===== config.mk =====
export PLATFORM = sky130hd
export DESIGN_NAME = pwm_duty_meter_flat
export DESIGN_NICKNAME = d
export VERILOG_FILES = /design/src/rtl/pwm_duty_meter_if.sv /design/src/rtl/pwm_duty_meter.sv /design/src/flat_wrapper.sv
export SDC_FILE = /design/constraint.sdc
export NUM_CORES = 1
export LEC_CHECK = 0
export BUFFER_PORTS_ARGS = -buffer_cell sky130_fd_sc_hd__buf_2
export CAP_MARGIN = 20
export CORE_MARGIN = 3
export CORE_UTILIZATION = 63
export CTS_BUF_LIST = sky130_fd_sc_hd__clkbuf_4 sky130_fd_sc_hd__clkbuf_8
export DETAILED_ROUTE_END_ITERATION = 6
export HOLD_SLACK_MARGIN = 0.02
export PLACE_DENSITY_LB_ADDON = 0.08
export SYNTH_ARGS = -nofsm -noshare
export SYNTH_HDL_FRONTEND = slang
export SYNTH_SLANG_ARGS = --single-unit
export TNS_END_PERCENT = 10

===== constraint.sdc =====
create_clock -name clk -period 5 [get_ports clk]
set_clock_uncertainty 0.15 [all_clocks]
set_input_delay 0.5 -clock clk [delete_from_list [all_inputs] [get_ports clk]]
set_output_delay 0.5 -clock clk [all_outputs]
set_load 0.005 [all_outputs]

===== src/rtl/pwm_duty_meter_if.sv =====
// PWM duty meter bundle: control/stimulus in, measurement results out.
// master drives en/pwm_in, slave (the meter) drives the results.
interface pwm_duty_meter_if #(
    parameter int CNT_W  = 16,
    parameter int DUTY_W = 8
);
    logic              en;
    logic              pwm_in;
    logic [CNT_W-1:0]  period_cnt;
    logic [CNT_W-1:0]  high_cnt;
    logic [DUTY_W-1:0] duty;
    logic              valid;
    logic              stuck_hi;
    logic              stuck_lo;

    modport master (
        output en, pwm_in,
        input  period_cnt, high_cnt, duty, valid, stuck_hi, stuck_lo
    );

    modport slave (
        input  en, pwm_in,
        output period_cnt, high_cnt, duty, valid, stuck_hi, stuck_lo
    );
endinterface


===== src/rtl/pwm_duty_meter.sv =====
// PWM duty meter: measures period, high time and duty of a looped-back
// PWM line; flags a line stuck high or low.
module pwm_duty_meter #(
    parameter int CNT_W   = 16,
    parameter int DUTY_W  = 8,
    parameter int TIMEOUT = 50000
) (
    input  logic              clk,
    input  logic              rst,
    pwm_duty_meter_if.slave   bus
);

    localparam int BW = $clog2(DUTY_W);
    localparam logic [BW-1:0]    BIT_LAST = BW'(DUTY_W - 1);
    localparam logic [CNT_W-1:0] TMO_LAST = CNT_W'(TIMEOUT - 1);

    typedef enum logic [1:0] {
        IDLE    = 2'd0,
        MEASURE = 2'd1,
        DIVIDE  = 2'd2
    } state_t;

    state_t state_q, state_d;

    logic sync1_q, sync2_q, lvl_q, rise_q, fall_q;

    logic [CNT_W-1:0]  per_q, per_d;
    logic [CNT_W-1:0]  hi_q, hi_d;
    logic              run_q, run_d;
    logic [CNT_W-1:0]  cap_per_q, cap_per_d;
    logic [CNT_W-1:0]  cap_hi_q, cap_hi_d;
    logic [CNT_W-1:0]  rem_q, rem_d;
    logic [DUTY_W-1:0] quo_q, quo_d;
    logic [BW-1:0]     bit_q, bit_d;
    logic [CNT_W-1:0]  period_q, period_d;
    logic [CNT_W-1:0]  high_q, high_d;
    logic [DUTY_W-1:0] duty_q, duty_d;
    logic              valid_q, valid_d;
    logic              stk_hi_q, stk_hi_d;
    logic              stk_lo_q, stk_lo_d;

    logic [CNT_W:0]    r2;
    logic              ge;
    logic              tmo;

    // Two-flop synchroniser followed by a registered edge detector
    always_ff @(posedge clk or posedge rst) begin
        if (rst) begin
            sync1_q <= 1'b0;
            sync2_q <= 1'b0;
            lvl_q   <= 1'b0;
            rise_q  <= 1'b0;
            fall_q  <= 1'b0;
        end else begin
            sync1_q <= bus.pwm_in;
            sync2_q <= sync1_q;
            lvl_q   <= sync2_q;
            rise_q  <= sync2_q & ~lvl_q;
            fall_q  <= ~sync2_q & lvl_q;
        end
    end

    // FSM state register
    always_ff @(posedge clk or posedge rst) begin
        if (rst) begin
            state_q <= IDLE;
        end else begin
            state_q <= state_d;
        end
    end

    // Counters, divider and result registers
    always_ff @(posedge clk or posedge rst) begin
        if (rst) begin
            per_q     <= '0;
            hi_q      <= '0;
            run_q     <= 1'b0;
            cap_per_q <= '0;
            cap_hi_q  <= '0;
            rem_q     <= '0;
            quo_q     <= '0;
            bit_q     <= '0;
            period_q  <= '0;
            high_q    <= '0;
            duty_q    <= '0;
            valid_q   <= 1'b0;
            stk_hi_q  <= 1'b0;
            stk_lo_q  <= 1'b0;
        end else begin
            per_q     <= per_d;
            hi_q      <= hi_d;
            run_q     <= run_d;
            cap_per_q <= cap_per_d;
            cap_hi_q  <= cap_hi_d;
            rem_q     <= rem_d;
            quo_q     <= quo_d;
            bit_q     <= bit_d;
            period_q  <= period_d;
            high_q    <= high_d;
            duty_q    <= duty_d;
            valid_q   <= valid_d;
            stk_hi_q  <= stk_hi_d;
            stk_lo_q  <= stk_lo_d;
        end
    end

    // Next state: edge-driven measurement, timeout and restoring divide
    always_comb begin
        state_d   = state_q;
        per_d     = per_q;
        hi_d      = hi_q;
        run_d     = run_q;
        cap_per_d = cap_per_q;
        cap_hi_d  = cap_hi_q;
        rem_d     = rem_q;
        quo_d     = quo_q;
        bit_d     = bit_q;
        period_d  = period_q;
        high_d    = high_q;
        duty_d    = duty_q;
        valid_d   = 1'b0;
        stk_hi_d  = stk_hi_q;
        stk_lo_d  = stk_lo_q;

        r2  = {rem_q, 1'b0};
        ge  = (r2 >= {1'b0, cap_per_q});
        tmo = (per_q == TMO_LAST);

        if (!bus.en) begin
            state_d  = IDLE;
            per_d    = '0;
            hi_d     = '0;
            run_d    = 1'b0;
            stk_hi_d = 1'b0;
            stk_lo_d = 1'b0;
        end else begin
            unique case (state_q)
                IDLE: begin
                    if (rise_q) begin
                        state_d  = MEASURE;
                        per_d    = CNT_W'(1);
                        hi_d     = CNT_W'(1);
                        run_d    = 1'b1;
                        stk_hi_d = 1'b0;
                        stk_lo_d = 1'b0;
                    end else if (!stk_hi_q && !stk_lo_q) begin
                        // Line never toggled since enable: count towards stuck_lo
                        if (tmo) begin
                            stk_lo_d = 1'b1;
                            per_d    = '0;
                        end else begin
                            per_d = per_q + 1'b1;
                        end
                    end
                end
                MEASURE, DIVIDE: begin
                    if (rise_q) begin
                        per_d    = CNT_W'(1);
                        hi_d     = CNT_W'(1);
                        run_d    = 1'b1;
                        stk_hi_d = 1'b0;
                        stk_lo_d = 1'b0;
                        // A rise while dividing is dropped; only MEASURE captures
                        if (state_q == MEASURE) begin
                            state_d   = DIVIDE;
                            cap_per_d = per_q;
                            cap_hi_d  = hi_q;
                            rem_d     = hi_q;
                            quo_d     = '0;
                            bit_d     = '0;
                        end
                    end else if (tmo) begin
                        state_d = IDLE;
                        per_d   = '0;
                        hi_d    = '0;
                        run_d   = 1'b0;
                        if (lvl_q) begin
                            stk_hi_d = 1'b1;
                        end else begin
                            stk_lo_d = 1'b1;
                        end
                    end else begin
                        per_d = per_q + 1'b1;
                        if (run_q) begin
                            if (fall_q) begin
                                run_d = 1'b0;
                            end else begin
                                hi_d = hi_q + 1'b1;
                            end
                        end
                    end
                    // One quotient bit per cycle; a timeout aborts the divide
                    if (state_q == DIVIDE && (rise_q || !tmo)) begin
                        rem_d = ge ? CNT_W'(r2 - {1'b0, cap_per_q})
                                   : CNT_W'(r2);
                        quo_d = {quo_q[DUTY_W-2:0], ge};
                        bit_d = bit_q + 1'b1;
                        if (bit_q == BIT_LAST) begin
                            state_d  = MEASURE;
                            period_d = cap_per_q;
                            high_d   = cap_hi_q;
                            duty_d   = {quo_q[DUTY_W-2:0], ge};
                            valid_d  = 1'b1;
                        end
                    end
                end
                default: begin
                    state_d = IDLE;
                end
            endcase
        end
    end

    assign bus.period_cnt = period_q;
    assign bus.high_cnt   = high_q;
    assign bus.duty       = duty_q;
    assign bus.valid      = valid_q;
    assign bus.stuck_hi   = stk_hi_q;
    assign bus.stuck_lo   = stk_lo_q;

endmodule


===== src/flat_wrapper.sv =====
// flat-port wrapper written by rule: the top's interface ports become plain ports
module pwm_duty_meter_flat 
#(
    parameter int CNT_W   = 16,
    parameter int DUTY_W  = 8,
    parameter int TIMEOUT = 50000
)
  (clk, rst, bus_en, bus_pwm_in, bus_period_cnt, bus_high_cnt, bus_duty, bus_valid, bus_stuck_hi, bus_stuck_lo);
  pwm_duty_meter_if #(.CNT_W(CNT_W), .DUTY_W(DUTY_W)) bus_i ();
  input  logic clk;
  input  logic rst;
  input wire logic [$bits(bus_i.en)-1:0] bus_en;
  input wire logic [$bits(bus_i.pwm_in)-1:0] bus_pwm_in;
  output wire logic [$bits(bus_i.period_cnt)-1:0] bus_period_cnt;
  output wire logic [$bits(bus_i.high_cnt)-1:0] bus_high_cnt;
  output wire logic [$bits(bus_i.duty)-1:0] bus_duty;
  output wire logic [$bits(bus_i.valid)-1:0] bus_valid;
  output wire logic [$bits(bus_i.stuck_hi)-1:0] bus_stuck_hi;
  output wire logic [$bits(bus_i.stuck_lo)-1:0] bus_stuck_lo;
  assign bus_i.en = bus_en;
  assign bus_i.pwm_in = bus_pwm_in;
  assign bus_period_cnt = bus_i.period_cnt;
  assign bus_high_cnt = bus_i.high_cnt;
  assign bus_duty = bus_i.duty;
  assign bus_valid = bus_i.valid;
  assign bus_stuck_hi = bus_i.stuck_hi;
  assign bus_stuck_lo = bus_i.stuck_lo;
  pwm_duty_meter #(.CNT_W(CNT_W), .DUTY_W(DUTY_W), .TIMEOUT(TIMEOUT)) u_core (.clk(clk), .rst(rst), .bus(bus_i));
endmodule

; ---- Yosys cells after proc, flatten, opt, wreduce, memory -nomap -nowiden
; Index checks and enable logic that the tools add are counted.
[op_classes]
n_addsub = 4
order_cmp = 1
eq_ne = 13
muxes = 56
n_bitwise = 4
n_reduce_logical = 18
[ops]
columns = op, count
row1 = two-way mux 16 bit, 15
row2 = one-hot mux 16 bit (2 select lines), 2
row3 = adder 16 x 1 -> 16 bit (second input constant), 2
row4 = two-way mux 1 bit, 22
row5 = two-way mux 7 bit, 3
row6 = AND reduction 4 bit, 5
row7 = >= comparator 17 x 16 -> 1 bit, 1
row8 = == test 16 bit (second input constant), 1
row9 = inequality test 4 x 2 -> 1 bit (second input constant), 4
row10 = subtractor 16 bit, 1
row11 = two-way mux 2 bit, 7
row12 = two-way mux 3 bit, 3
row13 = one-hot mux 1 bit (2 select lines), 3
row14 = inequality test 5 x 2 -> 1 bit (second input constant), 1
row15 = inequality test 5 x 4 -> 1 bit (second input constant), 1
row16 = AND reduction 5 bit, 1
row17 = inequality test 4 bit (second input constant), 1
row18 = one-hot mux 2 bit (2 select lines), 1
row19 = AND reduction 2 bit, 2
row20 = nonzero test 2 bit, 2
row21 = adder 3 x 1 -> 3 bit (second input constant), 1
row22 = == test 3 bit (second input constant), 1
row23 = logical NOT 1 bit, 3
row24 = inequality test 3 x 1 -> 1 bit (second input constant), 1
row25 = other kinds (9), 12
[word_totals]
reg_bits = 141
out_inout_bits = 43

; ---- Depth between registers and ports, before layout
; Gate-level depths: netlist (run 1).
[depth]
ltp_word = 7
depth_mapped = 11
ltp_nobuf = 10

; ---- Least setup slack after synthesis (run 1)
; Ideal clock, no wire load.
[synth_timing]
kind = reg-to-reg
from = register u_core.rem_q[7]
to = register u_core.rem_q[11]
setup_ns = 0.137
arrival_ns = 2.211
required_time_ns = 4.713
slack_ns = 2.502
stages_incl_launch_ff = 10
n_path_buf = 2
period_less_slack_ns = 2.498
cell_sequence = dfrtp_1 ha_1 clkbuf_1 nand4_1 o21bai_1 a21oi_1 a21o_1 buf_2 mux2i_1 a21oi_1
[synth_between]
elab_chain_len = 3
[synth_lines]
columns = item, line
row1 = from (decl), pwm_duty_meter.sv:32  ; logic [CNT_W-1:0] rem_q, rem_d;
row2 = from (signal assigned), pwm_duty_meter.sv:95  ; rem_q <= rem_d;
row3 = subtractor 16 bit or >= comparator 17 x 16 -> 1 bit (tied branches), "pwm_duty_meter.sv:194, pwm_duty_meter.sv:126"
row4 = two-way mux 16 bit (*), pwm_duty_meter.sv:194  ; rem_d = ge ? CNT_W'(r2 - {1'b0, cap_per_q})
row5 = two-way mux 16 bit (*), pwm_duty_meter.sv:193  ; if (state_q == DIVIDE && (rise_q || !tmo)) begin
; Every way passes the cells marked *; elsewhere a longest branch is shown, timed or not.
; A chain may end at the register's enable or synchronous reset.

; ---- Worst setup path in the final report (run 1)
[layout_timing]
from = register u_core.per_q[1]
to = register u_core.high_q[13], in the netlist u_core.bus.high_cnt[13]
[layout_between]
elab_chain_len = 5
[layout_lines]
columns = item, line
row1 = from (decl), pwm_duty_meter.sv:27  ; logic [CNT_W-1:0] per_q, per_d;
row2 = from (signal assigned), pwm_duty_meter.sv:90  ; per_q <= per_d;
row3 = == test 16 bit, pwm_duty_meter.sv:127  ; tmo = (per_q == TMO_LAST);
row4 = logical NOT 1 bit, pwm_duty_meter.sv:193
row5 = logical OR 1 bit, pwm_duty_meter.sv:193
row6 = logical AND 1 bit, pwm_duty_meter.sv:193
row7 = AND reduction 4 bit (no line), n/a
row8 = to (signal assigned), pwm_duty_meter.sv:99  ; high_q <= high_d;
row9 = to (decl), pwm_duty_meter.sv:36  ; logic [CNT_W-1:0] high_q, high_d;
; Every way passes these cells.

==> results of run 1 <==
==> stage by stage <==
stage,power (W),util,hold slack [ps]
after CTS,0.002376,0.7276,69.42
after global routing,0.002482,0.7302,117.6
after detailed placement,0.001567,0.6935,191.8
after global placement,0.001557,0.6935,195.7
after floorplan,0.001489,-,181.2
final,0.002366,0.7302,31.87
==> worst max-delay path: cells and delay by family, from the launching register on <==
| kind | cells | cell delay (ps) |
|---|---|---|
| simple gates | 4 | 1190 |
| buf+inv | 1 | 250 |
| fa+ha+maj | 1 | 200 |
| mux | 1 | 350 |
| compound gates | 1 | 370 |
| flops | 1 | 410 |
==> registers in the layout (all words and copies together) (netlist names), 2 cells and up <==
signal,flops
u_core.bus.high_cnt,16
u_core.bus.period_cnt,16
u_core.cap_hi_q,16
u_core.cap_per_q,16
u_core.hi_q,16
u_core.per_q,16
u_core.rem_q,16
u_core.bus.duty,8
u_core.quo_q,7
u_core.bit_q,3
u_core.state_q,2
==> per-layer routing <==
layer	share of wire	vias to the layer above	GRT usage
met1	0.45	2798	0.3720
li1	-	2659	-
met4	0.018	0	0.08191
met5	0	-	0
met2	0.47	173	0.4129
met3	0.059	26	0.07935
==> kinds of logic after synthesis <==
family / count (synthesis) / synth area share
and+or+nand+nor: 278 / 0.1877
AOI/OAI and AO/OA: 179 / 0.1499
DFF: 141 / 0.5027
buffers and inverters: 59 / 0.03333
muxes: 35 / 0.05401
adders and majority gates: 26 / 0.04742
xor gates and xnor gates: 20 / 0.02496
==> path summary, 6_finish.rpt <==
path | from | endpoint | slack (ps) | depth (start not counted)
worst max-delay path | u_core.per_q[1] | u_core.bus.high_cnt[13] | 1930 | 8
min in group clk | u_core.sync1_q | u_core.sync2_q | 210 | 0
worst min-delay path | rst | u_core.bus.duty[4] | 30 | 2
max in group asynchronous | rst | u_core.per_q[7] | 3530 | 3
worst min register to register | u_core.sync1_q | u_core.sync2_q | 210 | 0
worst max register to register | u_core.per_q[1] | u_core.bus.high_cnt[13] | 1930 | 8
==> placed cells by master (no fill, tap or decap), types with 3 or more instances in the layout <==
cell / synthesis / final
nand2_1: 142 / 141
dfrtp_1: 141 / 141
o21ai_0: 73 / 73
a21oi_1: 46 / 46
buf_2: 10 / 46
nor2_1: 31 / 30
nand3_1: 28 / 28
ha_1: 25 / 25
inv_1: 25 / 24
mux2_2: 23 / 23
clkbuf_8: 0 / 20
xor2_1: 17 / 17
and3_1: 15 / 15
mux2i_1: 12 / 12
nand2b_1: 11 / 11
nand4_1: 10 / 10
nor3_1: 10 / 10
or3_1: 9 / 9
nor2b_1: 8 / 8
a21o_1: 8 / 8
a31oi_1: 7 / 7
o22ai_1: 7 / 7
o31ai_1: 5 / 5
clkbuf_4: 0 / 5
o21a_1: 4 / 4
a22oi_1: 4 / 4
nor3b_1: 4 / 4
buf_4: 0 / 4
o211ai_1: 3 / 3
a211oi_1: 3 / 3
o311ai_0: 3 / 3
xnor2_1: 3 / 3
a22o_1: 3 / 3
clkinv_2: 0 / 3
clkinvlp_4: 0 / 3
==> layout make-up <==
class / instances / area share
timing repair buffer: 52 / 0.03864
inverter: 25 / 0.01282
tap: 136 / 0.02208
clock buffer: 25 / 0.04058
clock inverter: 6 / 0.004870
sequential: 141 / 0.4578
multi-input combinational: 538 / 0.4232
==> Yosys cell counts, types with 8 or more instances <==
library cell  number  share of area
mux2i_1           12          0.017
inv_1             25          0.013
nand4_1           10         0.0089
xor2_1            17          0.021
a21oi_1           46          0.033
nand3_1           28          0.020
mux2_2            23          0.037
o21ai_0           73          0.052
buf_2             10         0.0071
nor3_1            10         0.0071
nor2_1            31          0.017
a21o_1             8         0.0086
nand2b_1          11         0.0098
or3_1              9         0.0080
clkbuf_1          23          0.012
dfrtp_1          141           0.50
nor2b_1            8         0.0071
ha_1              25          0.045
nand2_1          142          0.076
and3_1            15          0.013
==> power groups by stage <==
stage | sequential, W | clock (W) | combinational (W)
global placement | 0.00124 | 0 | 0.000313
CTS | 0.00122 | 0.000828 | 0.000323
detailed placement | 0.00125 | 0 | 0.000321
floorplan | 0.00123 | 0 | 0.000258
global route | 0.00123 | 0.000884 | 0.000369
finish | 0.00123 | 0.000813 | 0.000328
==> timing repair <==
action	in CTS	in global routing
endpoints found under the setup margin	0	0
hold endpoints to repair	1	0
hold buffers	1	0
resized for setup	0	0
==> flow_summary_export.csv, run 1 <==
group,metric,value,unit
global_routing,grt_first_pass_wirelength,26940,um
final_layout,stdcell_area,7707,sq um
final_layout,nFillCells,802,
setup_path,critPathKind,"reg2reg",
cts,cts_made_buffers,17,
detailed_routing,ant_nets,0,
cts,post_cts_buffers,0,
flow_run,drv_cap,0,
cts,cts.sinks,141,
hold_path,hp-class,"in2async",
sta,slew_violations,0,
yosys,ys_ff_latch,141,
floorplanning,die_w,111.6,um
pwr,intPower,0.001708,W
pwr,p_per_area,307.0,nW/um^2
sta,worstMarginPinSlew,986.7,ps
pwr,switchingPower,0.0006576,W
floorplanning,row_count,37,
floorplanning,design.die.area,12440,sq um
global_routing,grt_max_degree,97,
global_routing,antenna_found_initial,0,
pwr,clockPowerShare,0.344,
detailed_routing,avgRoutedWirePerCell,17.21,um
cts,max-clock-path-buffers,2,
placement,placed_cell_area,7320,sq um
sta,fin_crit,3070,ps
yosys,async_reset_ff_frac,1.000,
final_layout,ff_latch_area,3528,sq um
cts,root_buffer,"clkbuf_8",
placement,io_buffers,46,
yosys,synth_cells,738,
floorplanning,coreArea,10560,sq um
status,status,"completed",
placement,place_congestion,0.8969,
detailed_routing,drt_wl_total,15890,um
cts,clkSlewWorstSetupHoldPaths,70,ps
detailed_routing,drcViolationCount,0,
global_routing,gr-total-overflow,0,
setup_path,arrival,3250,ps
detailed_routing,vias,5656,
detailed_routing,dr.first_iter.drc_count,443,
setup_path,slowest_stage,"nand2_2",
final_layout,final_layout_size_suffix_gt1_frac,0.1461,
floorplanning,ios,47,
sta,hold_viol,0,
yosys,synth_cell_types,54,
setup_path,crit_path_cell_trace,"ha_1 > and3_1 > nand4_4 > o21ai_2 > nor2_2 > nand2_2 > buf_16 > mux2_2",
setup_path,cpPeakStageDelay,500,ps
pwr,total_leakage_power,3.899,nW
yosys,synth_nets,768,
sta,maxClockFrequency,325.8,MHz
placement,hpwl,11250,um
placement,dp_cells,890,
cts,clock_latency,450,ps
final_layout,area_delta_synth_final,9.804,%
setup_path,required,5180,ps
yosys,synth_warnings,0,
sta,setup_viol,0,
final_layout,stdcell_count,923,
global_routing,grt_pass1_vias,5473,
final_layout,antenna_cells,0,
pwr,peakVddDrop,223.6,uV
sta,rsz0062_at_grt,"false",
floorplanning,die_h,111.6,um
yosys,synth_edf_count,0,
pwr,power.share.combinational,0.139,
detailed_routing,firstDrtPassIters,5,
pwr,pwr-share-seq,0.518,
setup_path,path_max_fanout,36,
yosys,avgSynthCellArea,9.511,sq um
sta,relSlewSlack,0.3402,
final_layout,multiInputGateArea,3262,sq um
placement,dp_slack,1790,ps
final_layout,fin_nets,805,
sta,fin_crit_sh,0.6139,
yosys,ys.flop_type,"dfrtp_1",
sta,setup_ws,1930,ps
yosys,netlist_area,7019,sq um
setup_path,endpoint_kind,"flip-flop",
cts,cts_tree,"yes",
yosys,ys_seq_area_frac,0.5027,
pwr,switching_share,0.2780,
cts,htreeDepth,4,
global_routing,grt.total_usage,0.2682,
sta,tns,0,ps
floorplanning,start_util,0.6650,
detailed_routing,vias_per_cell,6.128,
setup_path,worstSetupStartpointType,"flip-flop",
Power figures use the tool's default switching activity.
==> run 2, diff against run 1 <==
--- a/config.mk
+++ b/config.mk
@@ -5,6 +5,7 @@
 export SDC_FILE = /design/constraint.sdc
 export NUM_CORES = 1
 export LEC_CHECK = 0
+export ABC_AREA = 1
 export BUFFER_PORTS_ARGS = -buffer_cell sky130_fd_sc_hd__buf_2
 export CAP_MARGIN = 20
 export CORE_MARGIN = 3
==> constraint.sdc (replaced) <==
create_clock -name clk -period 2.9 [get_ports clk]
set_clock_uncertainty 0.15 [all_clocks]
set_input_delay 0.29 -clock clk [delete_from_list [all_inputs] [get_ports clk]]
set_output_delay 0.29 -clock clk [all_outputs]
set_load 0.005 [all_outputs]
==> run 2 against run 1 <==
Net effect: wire length rose by 14%; first-iteration DRC count rose by 39%; register-to-register slack got worse by 1500 ps; synthesized cell count rose by 38%; flip-flop and latch count did not move; fmax rose by 22%; cell count rose by 35%; clock power rose by 120%; core utilization fell by 1.7 points; critical path type unchanged; critical endpoint is now u_core.hi_q[11].
==> flow_summary_export.csv, run 2 <==
group,metric,value,unit
status,status,"completed",
yosys,synth_edf_count,0,
sta,worstMarginPinSlew,745.2,ps
yosys,yosysTopAreaCell,"dfrtp_1",
final_layout,area_delta_synth_final,9.917,%
sta,slew_violations,0,
detailed_routing,vias_per_cell,5.380,
hold_path,whs_path_depth,3,
sta,setup_viol,0,
cts,htreeDepth,4,
final_layout,stdcell_area,8598,sq um
sta,hold_viol,0,
pwr,p_per_area,807.7,nW/um^2
final_layout,final_cell_mix,"nand2_1 (318), dfrtp_1 (141), inv_1 (131), nand3_1 (79), nor2_1 (60)",
yosys,synth_top_area_frac,0.4511,
hold_path,worstHoldStart,"bus_en",
placement,hpwl,13090,um
global_routing,grt.total_usage,0.2756,
setup_path,regToRegEndpoint,"u_core.hi_q[11]",
hold_path,hp-class,"in2reg",
global_routing,gr-total-overflow,0,
detailed_routing,ant_nets,0,
detailed_routing,firstDrtPassIters,6,
setup_path,required,3120,ps
cts,cts_made_buffers,17,
sta,fin_crit,2519,ps
sta,hold_ws,74.58,ps
floorplanning,design.die.area,13790,sq um
yosys,synth_commonest_cells,"nand2_1 (318), dfrtp_1 (141), inv_1 (132)",
cts,clkSlewWorstSetupHoldPaths,80,ps
floorplanning,ios,47,
setup_path,r2r_start,"u_core.state_q[0]",
setup_path,worstSetupStartpointType,"flip-flop",
final_layout,final_layout_size_suffix_gt1_frac,0.1237,
cts,cts.sinks,141,
final_layout,nFillCells,1030,
cts,clock_latency,470,ps
sta,rsz0062_at_grt,"false",
placement,io_buffers,46,
pwr,peakVddDrop,461.4,uV
floorplanning,coreArea,12060,sq um
setup_path,path_max_fanout,27,
cts,root_buffer,"clkbuf_8",
sta,fin_crit_sh,0.8688,
yosys,ys.flop_type,"dfrtp_1",
sta,maxClockFrequency,396.9,MHz
detailed_routing,vias,6687,
global_routing,grt_first_pass_wirelength,30830,um
setup_path,endpoint_kind,"flip-flop",
cts,cts_tree,"yes",
setup_path,r2r_cells,9,
setup_path,critPathKind,"reg2reg",
flow_run,drv_cap,0,
final_layout,fin_nets,1092,
yosys,synth.most_common_cell,"nand2_1",
yosys,synth_nets,1051,
sta,tns,0,ps
floorplanning,die_h,117.4,um
global_routing,grt_pass1_vias,6324,
yosys,synth_warnings,0,
cts,cts_hold_buf,2,
yosys,netlist_area,7823,sq um
final_layout,antenna_cells,0,
cts,post_cts_buffers,0,
final_layout,post-route-util,0.7129,
global_routing,grt_max_degree,142,
detailed_routing,drcViolationCount,0,
yosys,ys_seq_area_frac,0.4511,
sta,relSlewSlack,0.5032,
placement,placed_cell_area,8118,sq um
floorplanning,die_w,117.4,um
cts,cts_resized,0,
hold_path,hold_end,"u_core.hi_q[10]",
detailed_routing,dr.first_iter.drc_count,617,
global_routing,antenna_found_initial,0,
final_layout,layout_commonest_cell,"nand2_1",
pwr,total_leakage_power,4.402,nW
placement,place_congestion,0.9725,
floorplanning,row_count,40,
setup_path,regToRegSetupSlack,380,ps
setup_path,arrival,2740,ps
yosys,synth_cell_types,45,
yosys,async_reset_ff_frac,1.000,
yosys,synth_cells,1021,
yosys,synth_area_leaders,"dfrtp_1 (45%), nand2_1 (15%), inv_1 (6.3%)",
floorplanning,start_util,0.6485,
yosys,avgSynthCellArea,7.662,sq um
yosys,ys_ff_latch,141,
cts,max-clock-path-buffers,2,
detailed_routing,drt_wl_total,18180,um
detailed_routing,avgRoutedWirePerCell,14.63,um
run 2: changes by cell type after synthesis, sizes merged, moves of 17 or more:
cell	previous run	this run
nand2	143	328
inv	25	145
nand3	28	86
nor2	32	65
mux2	23	0
clkbuf	23	6
run 2: worst max-delay path, stage by stage (launching register included):
cell	delay [ps]
dfrtp_1	440
inv_1	90
ha_1	380
inv_2	120
nand3_1	130
nand2_2	140
o21ai_4	580
nand3_1	180
nor2_1	150
nor2_1	60
run 2: area by class of cell:
type	instances	area [sq um]	share of cell area
multi-input cells	705	3558	0.4139
clock buffers	19	261.5	0.03041
flip-flops and latches	141	3528	0.4104
well taps	168	210.2	0.02445
inverters	146	555.5	0.06461
repair buffers	51	285.3	0.03318
clock inverters	13	198.9	0.02314
run 2: power breakdown:
part	internal [W]	leakage [nW]	switching, W
clock	0.00100	0.226	0.000810
sequential	0.00221	1.90	0.000217
combinational	0.000939	2.27	0.00177
run 2: logic make-up (layout without fill, tap and decap cells):
logic type                 after synthesis  in the layout  share of synthesized area
and+or+nand+nor                        540            540                     0.3084
buffers and inverters                  175            229                    0.09405
DFF                                    141            141                     0.4511
AOI/OAI and AO/OA                      128            128                    0.09165
adders and majority gates               26             26                    0.04255
xor gates and xnor gates                11             11                    0.01232
run 2: worst max-delay path by stage:
stage | from | to | slack [ps]
after detailed placement | u_core.state_q[0] | u_core.hi_q[11] | 400
after global placement | u_core.state_q[0] | u_core.hi_q[11] | 440
after floorplan | rst | u_core.bit_q[0] | 700
after CTS | u_core.state_q[0] | u_core.hi_q[11] | 380
after global routing | u_core.state_q[0] | u_core.hi_q[11] | 130
final | u_core.state_q[0] | u_core.hi_q[11] | 380
run 2: stage by stage:
stage,setup slack [ps],cells,total power [W]
after floorplan,696.9,1021,0.004564
after global placement,444.6,1209,0.005092
after detailed placement,397.4,1209,0.005134
after CTS,381.2,1243,0.006953
after global routing,128.3,1243,0.007511
final,380.5,1243,0.006945
run 2: layer usage:
layer	global-route usage	wire [um]
met1	0.4012	8362
met2	0.4140	8187
met3	0.05738	1242
met4	0.09531	390
met5	0	0
==> run 3, diff against run 2 <==
--- a/config.mk
+++ b/config.mk
@@ -5,14 +5,13 @@
 export SDC_FILE = /design/constraint.sdc
 export NUM_CORES = 1
 export LEC_CHECK = 0
-export ABC_AREA = 1
 export BUFFER_PORTS_ARGS = -buffer_cell sky130_fd_sc_hd__buf_2
 export CAP_MARGIN = 20
 export CORE_MARGIN = 3
 export CORE_UTILIZATION = 63
 export CTS_BUF_LIST = sky130_fd_sc_hd__clkbuf_4 sky130_fd_sc_hd__clkbuf_8
 export DETAILED_ROUTE_END_ITERATION = 6
-export HOLD_SLACK_MARGIN = 0.02
+export HOLD_SLACK_MARGIN = 0.06
 export PLACE_DENSITY_LB_ADDON = 0.08
 export SYNTH_ARGS = -nofsm -noshare
 export SYNTH_HDL_FRONTEND = slang
==> run 3 against run 2 <==
Net effect: sequential power shrank 13%; total power decreased by 39%; global-route usage is 0.81 points lower; wire length shrank 13%; via count is 14% lower; sequential share of layout area is 3.8 points higher; design area fell by 8.4%; clock power down 15%; non-clock buffer count up 14; combinational power fell by 78%; core utilization grew 3.3 points; register-to-register slack got worse by 130 ps; critical endpoint is now u_core.hi_q[12]; highest routed layer unchanged.
==> flow_summary_export.csv, run 3 (synthesis results as in run 1) <==
group,metric,value,unit
sta,setup_ws,253.8,ps
detailed_routing,firstDrtPassIters,5,
cts,root_buffer,"clkbuf_8",
detailed_routing,avgRoutedWirePerCell,16.91,um
global_routing,grt_first_pass_wirelength,26890,um
detailed_routing,vias_per_cell,6.116,
detailed_routing,drt_wl_total,15840,um
placement,io_buffers,46,
sta,hold_viol,0,
pwr,intPower,0.003098,W
placement,hpwl,11280,um
floorplanning,row_count,37,
global_routing,grt_pass1_vias,5519,
pwr,power.share.combinational,0.139,
sta,hold_ws,208.4,ps
sta,rsz0062_at_grt,"false",
floorplanning,start_util,0.6650,
pwr,clockPowerShare,0.363,
setup_path,r2r_cells,8,
global_routing,grt_max_degree,142,
detailed_routing,vias,5731,
sta,setup_viol,0,
final_layout,antenna_cells,0,
detailed_routing,ant_nets,0,
final_layout,area_delta_synth_final,12.19,%
floorplanning,ios,47,
setup_path,required,3110,ps
pwr,pwr-share-seq,0.499,
sta,worstMarginPinSlew,833.2,ps
pwr,switching_share,0.2675,
cts,cts.sinks,141,
sta,fin_crit,2646,ps
cts,clkSlewWorstSetupHoldPaths,70,ps
status,status,"completed",
final_layout,final_layout_size_suffix_gt1_frac,0.1598,
final_layout,fin_nets,818,
placement,place_congestion,0.9621,
setup_path,endpoint_kind,"flip-flop",
flow_run,drv_cap,0,
global_routing,gr-total-overflow,0,
setup_path,critPathKind,"reg2reg",
pwr,peakVddDrop,466.8,uV
floorplanning,die_w,111.6,um
final_layout,post-route-util,0.7461,
hold_path,hp-class,"reg2reg",
cts,max-clock-path-buffers,2,
pwr,total_leakage_power,3.982,nW
sta,maxClockFrequency,377.9,MHz
global_routing,antenna_found_initial,0,
global_routing,grt.total_usage,0.2675,
final_layout,nFillCells,761,
cts,cts_made_buffers,17,
pwr,p_per_area,537.0,nW/um^2
cts,htreeDepth,4,
cts,cts_tree,"yes",
sta,fin_crit_sh,0.9125,
setup_path,path_max_fanout,10,
detailed_routing,dr.first_iter.drc_count,513,
sta,relSlewSlack,0.4425,
floorplanning,die_h,111.6,um
pwr,switchingPower,0.001131,W
detailed_routing,drcViolationCount,0,
setup_path,worstSetupStartpointType,"flip-flop",
floorplanning,coreArea,10560,sq um
final_layout,final_cell_mix,"nand2_1 (141), dfrtp_1 (141), o21ai_0 (73), buf_2 (46), a21oi_1 (45)",
sta,tns,0,ps
floorplanning,design.die.area,12440,sq um
setup_path,arrival,2860,ps
sta,slew_violations,0,
placement,dp_slack,251.5,ps
hold_path,whs_path_depth,0,
cts,post_cts_buffers,0,
cts,clock_latency,440,ps
## run 3: final timing paths
| check | startpoint | to | slack (ps) |
|---|---|---|---|
| worst max-delay path | u_core.per_q[0] | u_core.hi_q[12] | 250 |
| worst min-delay path | u_core.sync1_q | u_core.sync2_q | 210 |
| worst max register to register | u_core.per_q[0] | u_core.hi_q[12] | 250 |
| worst min register to register | u_core.sync1_q | u_core.sync2_q | 210 |
| max in group asynchronous | rst | u_core.bus.period_cnt[15] | 1580 |
| min in group asynchronous | rst | u_core.bus.high_cnt[0] | 500 |
## run 3: what timing repair did
action                                  in CTS  in global routing
endpoints found under the hold margin      145                  0
endpoints found under the setup margin       0                  3
resized for setup                            0                  1
hold buffers                                 3                  0
## run 3: layer usage
metal  part of all wire  up-vias  track usage
li1                   -     2694            -
met1               0.43     2783       0.3781
met2               0.47      212       0.4061
met3              0.070       42      0.05489
met4              0.026        0       0.1127
met5                  0        -            0
## run 3: power by group through the flow
stage	sequential [W]	combinational [W]	clock [W]
global placement	0.00214	0.000548	0
detailed placement	0.00214	0.000576	0
floorplan	0.00212	0.000445	0
global route	0.00212	0.000655	0.00165
finish	0.00211	0.000586	0.00153
CTS	0.00211	0.000584	0.00156
## run 3: area by class of cell
| cell class | instances | area (sq um) | share of cell area |
|---|---|---|---|
| clock buffers | 27 | 340.3 | 0.04322 |
| flip-flops and latches | 141 | 3528 | 0.4480 |
| repair buffers | 65 | 417.9 | 0.05307 |
| well taps | 136 | 170.2 | 0.02161 |
| multi-input cells | 538 | 3266 | 0.4147 |
| clock inverters | 5 | 55.05 | 0.006991 |
| inverters | 25 | 97.59 | 0.01239 |
## run 3: critical path, stage by stage, from the launching register on
cell,delay (ps)
dfrtp_1,410
ha_1,210
and3_1,290
nand4_4,230
nand2_4,160
o21ai_4,100
or3_1,510
or3_1,340
a21oi_1,150
## run 3: per-stage QoR
step | instances | instance area [sq um] | total power [W]
global route | 937 | 7875 | 0.004421
floorplan | 738 | 7023 | 0.002569
CTS | 937 | 7871 | 0.004253
finish | 937 | 7875 | 0.004229
global placement | 902 | 7446 | 0.002689
detailed placement | 902 | 7446 | 0.002720
